### config.mk
export PLATFORM = sky130hd
export DESIGN_NAME = tmon_cmd_master_flat
export DESIGN_NICKNAME = d
export VERILOG_FILES = /design/src/rtl/tmon_cmd_master_pkg.sv /design/src/rtl/tmon_cmd_if.sv /design/src/rtl/tmon_cmd_master_timeout_ctr.sv /design/src/rtl/tmon_cmd_master.sv /design/src/flat_wrapper.sv
export SDC_FILE = /design/constraint.sdc
export NUM_CORES = 1
export LEC_CHECK = 0
export ABC_AREA = 0
export CAP_MARGIN = 20
export CORE_ASPECT_RATIO = 1.25
export CORE_MARGIN = 5
export CORE_UTILIZATION = 48
export CTS_CLUSTER_DIAMETER = 80
export DETAILED_ROUTE_END_ITERATION = 10
export PLACE_DENSITY_LB_ADDON = 0.15
export SLEW_MARGIN = 30
export SYNTH_ARGS = -nofsm -noshare
export SYNTH_HDL_FRONTEND = slang
export SYNTH_HIERARCHICAL = 1
export SYNTH_SLANG_ARGS = --single-unit
### constraint.sdc
create_clock -name clk -period 4.5 [get_ports clk]
set_clock_uncertainty 0.1 [all_clocks]
set_input_delay 0.9 -clock clk [delete_from_list [all_inputs] [get_ports clk]]
set_output_delay 0.9 -clock clk [all_outputs]
set_load 0.005 [all_outputs]
### src/rtl/tmon_cmd_master_pkg.sv
// Shared types for the temperature monitor command path: op codes, status
// codes, operand type, master state encoding and op classification.
package tmon_cmd_master_pkg;

   typedef logic       bool_t;
   typedef logic [7:0] DTYPE;

   typedef enum logic [3:0] {
      OP_RESET         = 4'h0,
      OP_SET_FRQ       = 4'h1,
      OP_SET_HIGH_TEMP = 4'h2,
      OP_SET_LOW_TEMP  = 4'h3,
      OP_OUT_MAX       = 4'h4,
      OP_OUT_MIN       = 4'h5,
      OP_OUT_ADDR      = 4'h6,
      OP_OUT_AVG       = 4'h7
   } TMOD_OP;

   // 2'b11 is reserved and treated as OK by the master
   typedef enum logic [1:0] {
      ST_OK   = 2'b00,
      ST_LOW  = 2'b01,
      ST_HIGH = 2'b10,
      ST_RSVD = 2'b11
   } TMOD_STATUS;

   typedef enum logic [1:0] {
      IDLE     = 2'd0,
      ISSUE    = 2'd1,
      WAIT_RSP = 2'd2,
      DONE     = 2'd3
   } mstate_e;

   typedef enum logic [1:0] {
      OPC_WRITE = 2'd0,
      OPC_READ  = 2'd1,
      OPC_NOOP  = 2'd2
   } op_class_e;

   localparam int unsigned CNT_W = 16;

   // bit3 set: noop class; bit2 set: read ops; otherwise write ops
   function automatic op_class_e op_class(input logic [3:0] op);
      if (op[3])      return OPC_NOOP;
      else if (op[2]) return OPC_READ;
      else            return OPC_WRITE;
   endfunction

endpackage

### src/rtl/tmon_cmd_if.sv
// Command bus between the host-side master and the temperature monitor core.
interface tmon_cmd_if;
   import tmon_cmd_master_pkg::*;

   logic       cmd_valid;
   logic [3:0] cmd_op;
   DTYPE       cmd_data;
   logic       cmd_ack;
   logic       mon_rsp_valid;
   DTYPE       mon_rsp_data;
   logic [1:0] mon_rsp_status;

   modport master (
      output cmd_valid, cmd_op, cmd_data,
      input  cmd_ack, mon_rsp_valid, mon_rsp_data, mon_rsp_status
   );

   modport slave (
      input  cmd_valid, cmd_op, cmd_data,
      output cmd_ack, mon_rsp_valid, mon_rsp_data, mon_rsp_status
   );
endinterface

### src/rtl/tmon_cmd_master_timeout_ctr.sv
// Wait-cycle counter: cleared on entry to a waiting state, counts while
// enabled, flags expiry in the TIMEOUT_CYC-th enabled cycle.
module tmon_timeout_ctr
   import tmon_cmd_master_pkg::*;
#(
   parameter int unsigned TIMEOUT_CYC = 255
) (
   input  logic clk,
   input  logic reset_n,
   input  logic clr,
   input  logic en,
   output logic expire
);

   localparam logic [CNT_W-1:0] TC = CNT_W'(TIMEOUT_CYC - 1);

   logic [CNT_W-1:0] cnt_q;

   // cycle count since entering the current waiting state
   always_ff @(posedge clk or negedge reset_n) begin
      if (!reset_n)  cnt_q <= '0;
      else if (clr)  cnt_q <= '0;
      else if (en)   cnt_q <= cnt_q + CNT_W'(1);
   end

   // not gated by clr: clr is derived from the next state, which uses expire
   assign expire = en && (cnt_q == TC);

endmodule

### src/rtl/tmon_cmd_master.sv
// Host-side initiator: issues one op to the monitor, waits for ack/response,
// reports result, status, timeout and alarm flags.
//
//  state    | meaning
//  ---------+------------------------------------------------------------
//  IDLE     | req_ready high, waiting for a host request
//  ISSUE    | cmd_valid high (not for noop ops) until ack or timeout
//  WAIT_RSP | read op acked, waiting for mon_rsp_valid or timeout
//  DONE     | one-cycle done pulse, done_* valid
module tmon_cmd_master
   import tmon_cmd_master_pkg::*;
#(
   parameter int unsigned TIMEOUT_CYC = 255,
   parameter bit          HOLD_STATUS = 1'b1
) (
   input  logic       clk,
   input  logic       reset_n,
   input  logic       req_valid,
   output logic       req_ready,
   input  logic [3:0] req_op,
   input  DTYPE       req_data,
   tmon_cmd_if.master cmd,
   output logic       done,
   output DTYPE       done_data,
   output logic [1:0] done_status,
   output logic       done_timeout,
   output logic       alarm_high,
   output logic       alarm_low
);

   mstate_e    state_q, state_nxt;
   op_class_e  cls;
   logic [3:0] op_q;
   DTYPE       data_q;
   DTYPE       rdata_q;
   logic [1:0] status_q;
   logic       tmo_q;
   logic       alarm_high_q, alarm_low_q;
   logic       sample, tmo_set, rst_done, accept;
   logic       ctr_clr, ctr_en, expire;

   assign cls    = op_class(op_q);
   assign accept = (state_q == IDLE) && req_valid;

   // state register
   always_ff @(posedge clk or negedge reset_n) begin
      if (!reset_n) state_q <= IDLE;
      else          state_q <= state_nxt;
   end

   // next state; ack/response beats a same-cycle expiry
   always_comb begin
      state_nxt = state_q;
      sample    = 1'b0;
      tmo_set   = 1'b0;
      rst_done  = 1'b0;
      case (state_q)
         IDLE: begin
            if (req_valid) state_nxt = ISSUE;
         end
         ISSUE: begin
            if (cls == OPC_NOOP) begin
               state_nxt = DONE;
            end else if (cmd.cmd_ack) begin
               if (cls == OPC_WRITE) begin
                  state_nxt = DONE;
                  rst_done  = (op_q == OP_RESET);
               end else if (cmd.mon_rsp_valid) begin
                  state_nxt = DONE;
                  sample    = 1'b1;
               end else begin
                  state_nxt = WAIT_RSP;
               end
            end else if (expire) begin
               state_nxt = DONE;
               tmo_set   = 1'b1;
            end
         end
         WAIT_RSP: begin
            if (cmd.mon_rsp_valid) begin
               state_nxt = DONE;
               sample    = 1'b1;
            end else if (expire) begin
               state_nxt = DONE;
               tmo_set   = 1'b1;
            end
         end
         DONE:    state_nxt = IDLE;
         default: state_nxt = IDLE;
      endcase
   end

   assign ctr_en  = (state_q == ISSUE) || (state_q == WAIT_RSP);
   assign ctr_clr = (state_nxt != state_q) &&
                    ((state_nxt == ISSUE) || (state_nxt == WAIT_RSP));

   tmon_timeout_ctr #(.TIMEOUT_CYC(TIMEOUT_CYC)) u_tmo (
      .clk     (clk),
      .reset_n (reset_n),
      .clr     (ctr_clr),
      .en      (ctr_en),
      .expire  (expire)
   );

   // request capture and result latches
   always_ff @(posedge clk or negedge reset_n) begin
      if (!reset_n) begin
         op_q     <= '0;
         data_q   <= '0;
         rdata_q  <= '0;
         status_q <= '0;
         tmo_q    <= 1'b0;
      end else begin
         if (accept) begin
            op_q    <= req_op;
            data_q  <= req_data;
            rdata_q <= '0;
            tmo_q   <= 1'b0;
         end
         if (sample) begin
            rdata_q  <= cmd.mon_rsp_data;
            status_q <= cmd.mon_rsp_status;
         end
         if (tmo_set) tmo_q <= 1'b1;
      end
   end

   // alarms: sticky until a completed RESET, or tracking the last status
   always_ff @(posedge clk or negedge reset_n) begin
      if (!reset_n) begin
         alarm_high_q <= 1'b0;
         alarm_low_q  <= 1'b0;
      end else if (sample) begin
         if (HOLD_STATUS) begin
            alarm_high_q <= alarm_high_q | (cmd.mon_rsp_status == ST_HIGH);
            alarm_low_q  <= alarm_low_q  | (cmd.mon_rsp_status == ST_LOW);
         end else begin
            alarm_high_q <= (cmd.mon_rsp_status == ST_HIGH);
            alarm_low_q  <= (cmd.mon_rsp_status == ST_LOW);
         end
      end else if (HOLD_STATUS && rst_done) begin
         alarm_high_q <= 1'b0;
         alarm_low_q  <= 1'b0;
      end
   end

   assign req_ready     = (state_q == IDLE);
   assign done          = (state_q == DONE);
   assign cmd.cmd_valid = (state_q == ISSUE) && (cls != OPC_NOOP);
   assign cmd.cmd_op    = op_q;
   assign cmd.cmd_data  = data_q;
   assign done_data     = rdata_q;
   assign done_status   = status_q;
   assign done_timeout  = tmo_q;
   assign alarm_high    = alarm_high_q;
   assign alarm_low     = alarm_low_q;

endmodule

### src/flat_wrapper.sv
// flat-port wrapper written by rule: the top's interface ports become plain ports
module tmon_cmd_master_flat import tmon_cmd_master_pkg::*;
#(
   parameter int unsigned TIMEOUT_CYC = 255,
   parameter bit          HOLD_STATUS = 1'b1
)
  (clk, reset_n, req_valid, req_ready, req_op, req_data, done, done_data, done_status, done_timeout, alarm_high, alarm_low, cmd_cmd_valid, cmd_cmd_op, cmd_cmd_data, cmd_cmd_ack, cmd_mon_rsp_valid, cmd_mon_rsp_data, cmd_mon_rsp_status);
  tmon_cmd_if cmd_i ();
  input  logic clk;
  input  logic reset_n;
  input  logic req_valid;
  output logic req_ready;
  input  logic [3:0] req_op;
  input  DTYPE req_data;
  output logic done;
  output DTYPE done_data;
  output logic [1:0] done_status;
  output logic done_timeout;
  output logic alarm_high;
  output logic alarm_low;
  output wire logic [$bits(cmd_i.cmd_valid)-1:0] cmd_cmd_valid;
  output wire logic [$bits(cmd_i.cmd_op)-1:0] cmd_cmd_op;
  output wire logic [$bits(cmd_i.cmd_data)-1:0] cmd_cmd_data;
  input wire logic [$bits(cmd_i.cmd_ack)-1:0] cmd_cmd_ack;
  input wire logic [$bits(cmd_i.mon_rsp_valid)-1:0] cmd_mon_rsp_valid;
  input wire logic [$bits(cmd_i.mon_rsp_data)-1:0] cmd_mon_rsp_data;
  input wire logic [$bits(cmd_i.mon_rsp_status)-1:0] cmd_mon_rsp_status;
  assign cmd_cmd_valid = cmd_i.cmd_valid;
  assign cmd_cmd_op = cmd_i.cmd_op;
  assign cmd_cmd_data = cmd_i.cmd_data;
  assign cmd_i.cmd_ack = cmd_cmd_ack;
  assign cmd_i.mon_rsp_valid = cmd_mon_rsp_valid;
  assign cmd_i.mon_rsp_data = cmd_mon_rsp_data;
  assign cmd_i.mon_rsp_status = cmd_mon_rsp_status;
  tmon_cmd_master #(.TIMEOUT_CYC(TIMEOUT_CYC), .HOLD_STATUS(HOLD_STATUS)) u_core (.clk(clk), .reset_n(reset_n), .req_valid(req_valid), .req_ready(req_ready), .req_op(req_op), .req_data(req_data), .cmd(cmd_i), .done(done), .done_data(done_data), .done_status(done_status), .done_timeout(done_timeout), .alarm_high(alarm_high), .alarm_low(alarm_low));
endmodule
# ---- Yosys cells after proc, flatten, opt, wreduce, memory -nomap -nowiden
# Cells that the tools add are included.
dict set report op_classes {
  eq_ne 11
  bitwise_logic 2
  n_reduce_logical 13
  addsub 1
  mux 33
}
# op count
set ops {}
lappend ops {{16-bit two-way mux} 2}
lappend ops {{1-bit two-way mux} 19}
lappend ops {{16-bit by 1-bit adder with 16-bit output (second input constant)} 1}
lappend ops {{16-bit by 8-bit == test with 1-bit output (second input constant)} 1}
lappend ops {{8-bit two-way mux} 2}
lappend ops {{2-bit two-way mux} 7}
lappend ops {{2-bit == test (second input constant)} 5}
lappend ops {{2-bit case mux with 4 select lines} 1}
lappend ops {{2-bit nonzero test} 4}
lappend ops {{2-bit by 1-bit == test with 1-bit output (second input constant)} 3}
lappend ops {{1-bit logical AND} 4}
lappend ops {{2-bit zero test} 2}
lappend ops {{4-bit zero test} 1}
lappend ops {{1-bit case mux with 2 select lines} 2}
lappend ops {{1-bit logical OR} 2}
lappend ops {{2-bit != test} 1}
lappend ops {{2-bit != test (second input constant)} 1}
lappend ops {{1-bit OR} 2}
dict set report word_totals {
  elab_cells 69
  out_inout_bits 28
  regBits 43
  inputBits 27
}

# ---- Depth between registers and ports, before layout
dict set report logic_depth {
  ltp_word 11
  ltp_mapped 15
  ltp_nobuf 13
}

# ---- By module
# Netlist, hierarchy kept.
# mod seq_area_each_um2 instances cells_per_inst area_each_um2
set by_module_without_submodules {}
lappend by_module_without_submodules {tmon_cmd_master 675.6 1 107 1249.9}
lappend by_module_without_submodules {tmon_timeout_ctr 400.4 1 90 864.6}

# ---- Worst setup path after synthesis
# Ideal clock, no wire load.
dict set report synth_path {
  path_kind {register to register}
  start {reg u_core.state_q[0]}
  end {reg u_core.u_tmo.cnt_q[11]}
  stages_incl_launch_ff 16
  synth_period_minus_slack_ns 3.526
  setup_ns 0.125
  path_slack_ns 0.974
  required_ns 4.275
  t_arrival_ns 3.301
  n_path_buf 2
  cell_sequence {dfrtp_1 -> inv_1 -> ha_1 -> buf_2 -> nor4bb_1 -> nand4_1 -> nor3_1 -> or4_4 -> a21oi_4 -> a211o_2 -> mux2i_1 -> buf_4 -> o211ai_2 -> nor2_1 -> nand3_1 -> mux2_2}
}
dict set report synth_via {
  elab_chain_cells 11
  word_cells_on_any_way 19
  cone_classes {6 x eq/ne; 7 x mux; 6 x reduce/logical}
}
# element line
set synth_lines {}
lappend synth_lines {{from (decl)} tmon_cmd_master.sv:31} ;# mstate_e state_q, state_nxt;
lappend synth_lines {{from (signal assigned)} tmon_cmd_master.sv:48} ;# else state_q <= state_nxt;
lappend synth_lines {{2-bit by 1-bit == test with 1-bit output / 2-bit == test (equally long branches)} tmon_cmd_master.sv:93} ;# assign ctr_en = (state_q == ISSUE) || (state_q == WAIT_RSP);
lappend synth_lines {{1-bit logical OR (*)} tmon_cmd_master.sv:93}
lappend synth_lines {{named net u_core.ctr_en} tmon_cmd_master.sv:40} ;# logic ctr_clr, ctr_en, expire;
lappend synth_lines {{1-bit logical AND (*)} tmon_cmd_master_timeout_ctr.sv:27} ;# assign expire = en && (cnt_q == TC);
lappend synth_lines {{named net u_core.expire} tmon_cmd_master.sv:40}
lappend synth_lines {{2-bit two-way mux (*)} {tmon_cmd_master.sv:74, tmon_cmd_master.sv:83}}
lappend synth_lines {{2-bit two-way mux} tmon_cmd_master.sv:64} ;# end else if (cmd.cmd_ack) begin
lappend synth_lines {{2-bit two-way mux} tmon_cmd_master.sv:62} ;# if (cls == OPC_NOOP) begin
lappend synth_lines {{2-bit case mux with 4 select lines (*)} tmon_cmd_master.sv:57} ;# case (state_q)
lappend synth_lines {{2-bit by 1-bit == test with 1-bit output / 2-bit == test (equally long branches)} tmon_cmd_master.sv:95} ;# ((state_nxt == ISSUE) || (state_nxt == WAIT_RSP));
lappend synth_lines {{1-bit logical OR} tmon_cmd_master.sv:95}
lappend synth_lines {{1-bit logical AND (*)} tmon_cmd_master.sv:94} ;# assign ctr_clr = (state_nxt != state_q) &&
lappend synth_lines {{named net u_core.ctr_clr} tmon_cmd_master.sv:40}
lappend synth_lines {{16-bit two-way mux / 2-bit nonzero test (equally long branches)} --}
lappend synth_lines {{to (signal assigned)} tmon_cmd_master_timeout_ctr.sv:23} ;# else if (en) cnt_q <= cnt_q + CNT_W'(1);
lappend synth_lines {{to (decl)} tmon_cmd_master_timeout_ctr.sv:17} ;# logic [CNT_W-1:0] cnt_q;
# The timed path passes the listed nets; every way through them passes the cells marked *.
# A chain may end at the register's enable or synchronous reset.

# ---- Worst setup path after layout
dict set report layout_path {
  start {reg u_core.state_q[0]}
  end {reg u_core.u_tmo.cnt_q[15]}
}
dict set report layout_via {
  elab_chain_cells 11
  word_cells_on_any_way 19
  cone_classes {6 x eq/ne; 7 x mux; 6 x reduce/logical}
}
# element line
set layout_lines {}
lappend layout_lines {{2-bit by 1-bit == test with 1-bit output / 2-bit == test (equally long branches)} tmon_cmd_master.sv:93}
lappend layout_lines {{1-bit logical OR (*)} tmon_cmd_master.sv:93}
lappend layout_lines {{named net u_core.ctr_en} tmon_cmd_master.sv:40}
lappend layout_lines {{1-bit logical AND (*)} tmon_cmd_master_timeout_ctr.sv:27}
lappend layout_lines {{named net u_core.expire} tmon_cmd_master.sv:40}
lappend layout_lines {{2-bit two-way mux (*)} {tmon_cmd_master.sv:74, tmon_cmd_master.sv:83}}
lappend layout_lines {{2-bit two-way mux} tmon_cmd_master.sv:64}
lappend layout_lines {{2-bit two-way mux} tmon_cmd_master.sv:62}
lappend layout_lines {{2-bit case mux with 4 select lines (*)} tmon_cmd_master.sv:57}
lappend layout_lines {{named net u_core.state_nxt[0]} tmon_cmd_master.sv:31}
lappend layout_lines {{2-bit by 1-bit == test with 1-bit output / 2-bit == test (equally long branches)} tmon_cmd_master.sv:95}
lappend layout_lines {{1-bit logical OR} tmon_cmd_master.sv:95}
lappend layout_lines {{1-bit logical AND (*)} tmon_cmd_master.sv:94}
lappend layout_lines {{named net u_core.ctr_clr} tmon_cmd_master.sv:40}
lappend layout_lines {{16-bit two-way mux / 2-bit nonzero test (equally long branches)} --}
# Marks and branches as above.

==> run_results.csv <==
group,metric,value,unit
cts,cts_root_buf,"clkbuf_8",
die,die_h,84.2,um
synth,syn_area_per_cell,10.7,um^2
worst_setup_path,r2r_start,"u_core/state_q[0]$_DFF_PN0_",
run,maxCapViolCount,0,
die,core.rowCount,27,
cts,post_cts_buffers,0,
die,io_pins,55,
synth,synthCells,197,
sta,fmax,0.242,GHz
sta,hold_viol,0,
synth,synth_top_area_share,50.9,%
placed_design,portBuffers,54,
worst_setup_path,critPathCaptureType,"flop",
cts,cts_buffers,5,
placed_design,hpwl,3.33,mm
cts,cts.sinks,43,
cts,cts_tree,"yes",
synth,ys_seq_area_share,50.9,%
cts,cts.htree.levels,2,
placed_design,placed_cell_area,2700,um^2
worst_hold_path,hold_path_startpoint,"u_core/alarm_low$_DFFE_PN0P_",
layout,final_area,2800,um^2
worst_setup_path,cp_max_fo,11,
worst_setup_path,cp_cell_sequence,"inv_1 > ha_1 > nor4bb_1 > nand4_1 > nor3_1 > o21ba_2 > o21ai_0 > a31oi_1 > mux2i_1 > o211ai_2 > nor2_1 > nand3_1 > mux2_2",
die,die_w,69.4,um
worst_setup_path,cp.required,4.59,ns
outcome,outcome,"complete, no violations",
worst_setup_path,start_kind,"flop",
detailed_routing,via_per_inst,5.25,
worst_setup_path,crit_path_top_delay_cell,"ha_1",
sta,final.setup.tns,0,ns
cts,cts-resized-gates,0,
detailed_routing,routed_wl,4.55,mm
worst_hold_path,hold_path.class,"flop to flop",
detailed_routing,vias,1637,
layout,drive_above_1_share,15.4,%
cts,path_clk_slew,0.09,ns
synth,synth_cell_types,45,
cts,holdBufCountCts,0,
worst_setup_path,startpoint,"u_core/state_q[0]$_DFF_PN0_",
layout,area_growth,32.2,%
power,p_per_area,567,nW/um^2
layout,num_antenna_cells,0,
detailed_routing,dr.pass1.iters,4,
synth,ys_top_cells_by_count,"43 x dfrtp_1, 18 x inv_1, 17 x nor2_1",
power,vdd_drop_max,0.292,mV
die,start_util,48.9,%
sta,period_needed,4.13,ns
synth,syn-num-nets,230,
layout,nets,286,
sta,drv_slew,0,
synth,yosys_warnings,6,
detailed_routing,drt_iter0_drc,49,
worst_setup_path,slowest_delay,0.53,ns
sta,tightest_slew,0.812,ns
cts,clockBufferDepth,2,
sta,rsz0062_at_grt,"no",
sta,setup_viol,0,
sta,relSlewSlack,45.8,%
synth,yosysMostFrequentCell,"dfrtp_1",
power,leakagePower,1.19,nW
detailed_routing,drc,0,
grt,grt_pass1_vias,1633,
worst_setup_path,arrival,4.22,ns
cts,clock_latency,0.30,ns
die,core,4320,um^2
synth,yosys-top-cells-area,"dfrtp_1 51%, mux2_2 8.5%, ha_1 3.6%",
grt,antenna_found_initial,0,
power,p_total,1.59,mW
sta,period_share,91.7,%
detailed_routing,wl_per_cell,14.6,um
detailed_routing,ant_nets,0,
grt,grt_pass1_wl,7.89,mm
synth,synth-edff-count,0,
synth,syn_area,2110,um^2
synth,ys.flop_type,"dfrtp_1",
grt,grt_util_all_layers,16.8,%
grt,globalRoute.totalOverflow,0,
grt,grt_max_degree,44,
synth,ys_seq_elements,43,
die,dieArea,5840,um^2
synth,synth_top_area_cell,"dfrtp_1",
synth,postSynth.asyncResetShare,100,%
placed_design,place.gp.congestion,0.793,
worst_setup_path,criticalPathCategory,"flop to flop",
[flip-flops by register name, summed over array words and instances, names as in the netlist]
signal               count
u_core/done_data         8
u_core/cmd.cmd_op        4
u_core/state_q           2
u_core/alarm_high        1
u_core/cmd.cmd_data      8
u_core/u_tmo/cnt_q      16
u_core/done_timeout      1
u_core/done_status       2
u_core/alarm_low         1
[stage by stage]
stage | util [%] | instances | setup WS, ns | hold WS, ns
CTS | 64.7 | 312 | 0.331 | 0.404
detailed placement | 62.5 | 304 | 0.377 | 0.385
finish | 64.7 | 312 | 0.371 | 0.390
global route | 64.7 | 312 | 0.0577 | 0.428
floorplan | - | 197 | 0.974 | 0.371
global placement | 62.4 | 304 | 0.655 | 0.381
[cell type report]
type / count / area, um^2
inverter: 18 / 67.6
multi-input combinational: 129 / 933
sequential: 43 / 1080
timing repair buffer: 56 / 553
fill: 384 / 1530
clock inverter: 3 / 25.0
tap: 58 / 72.6
clock buffer: 5 / 68.8
[worst max-delay path: cells and delay by family, from the launching register on]
kind / cells / cell delay (ns)
AND/OR/NAND/NOR: 5 / 1.38
AO/OA/AOI/OAI: 4 / 0.75
multiplexers: 2 / 0.67
adder cells (fa/ha/maj): 1 / 0.53
flip-flops: 1 / 0.46
buffers and inverters: 1 / 0.12
[metal layers]
metal	GRT usage (%)	vias up	share of wire (%)
met2	28.5	47	50
met5	0	-	0
met4	5.33	0	1.1
li1	-	798	-
met3	4.31	5	5.1
met1	20.9	787	43
[layout by cell type (no fill, tap or decap), types with 2 or more instances in the layout]
| cell | netlist | final |
|---|---|---|
| clkdlybuf4s50_1 | 0 | 53 |
| dfrtp_1 | 43 | 43 |
| inv_1 | 18 | 18 |
| nor2_1 | 17 | 17 |
| mux2_2 | 16 | 16 |
| o21ai_0 | 12 | 12 |
| nand3_1 | 12 | 12 |
| nor3_1 | 8 | 8 |
| xnor2_1 | 8 | 8 |
| nand2_1 | 6 | 6 |
| ha_1 | 6 | 6 |
| clkbuf_8 | 0 | 5 |
| nand4_1 | 5 | 5 |
| buf_4 | 2 | 3 |
| a21oi_1 | 3 | 3 |
| clkinv_4 | 0 | 2 |
| o21a_1 | 2 | 2 |
| a31oi_1 | 2 | 2 |
| xor2_1 | 2 | 2 |
| nor2b_1 | 2 | 2 |
| nor4_1 | 2 | 2 |
| or3_1 | 2 | 2 |
[report_power, final]
group          internal (mW)  leakage [nW]  switching (mW)
Combinational          0.405         0.589           0.347
Sequential             0.499         0.556          0.0818
Clock                  0.111        0.0443           0.143
Total                   1.01          1.19           0.572
[worst paths after layout]
kind / endpoint / slack, ns / depth (start not counted)
max in group asynchronous: u_core/cmd.cmd_data[2]$_DFFE_PN0P_ / 3.43 / 1
min in group asynchronous: u_core/cmd.cmd_data[0]$_DFFE_PN0P_ / 0.48 / 1
min: u_core/alarm_low$_DFFE_PN0P_ / 0.39 / 2
min reg2reg: u_core/alarm_low$_DFFE_PN0P_ / 0.39 / 2
max reg2reg: u_core/u_tmo/cnt_q[15]$_DFFE_PN0P_ / 0.37 / 13
max: u_core/u_tmo/cnt_q[15]$_DFFE_PN0P_ / 0.37 / 13
[kinds of logic after synthesis]
logic type	share of synthesized area [%]
compound gates	10.9
xor+xnor	4.14
fa+ha+maj	3.55
buf+inv	4.97
flops	50.9
mux	8.99
simple gates	16.5
Note: power is estimated with default switching activity, not from simulation.
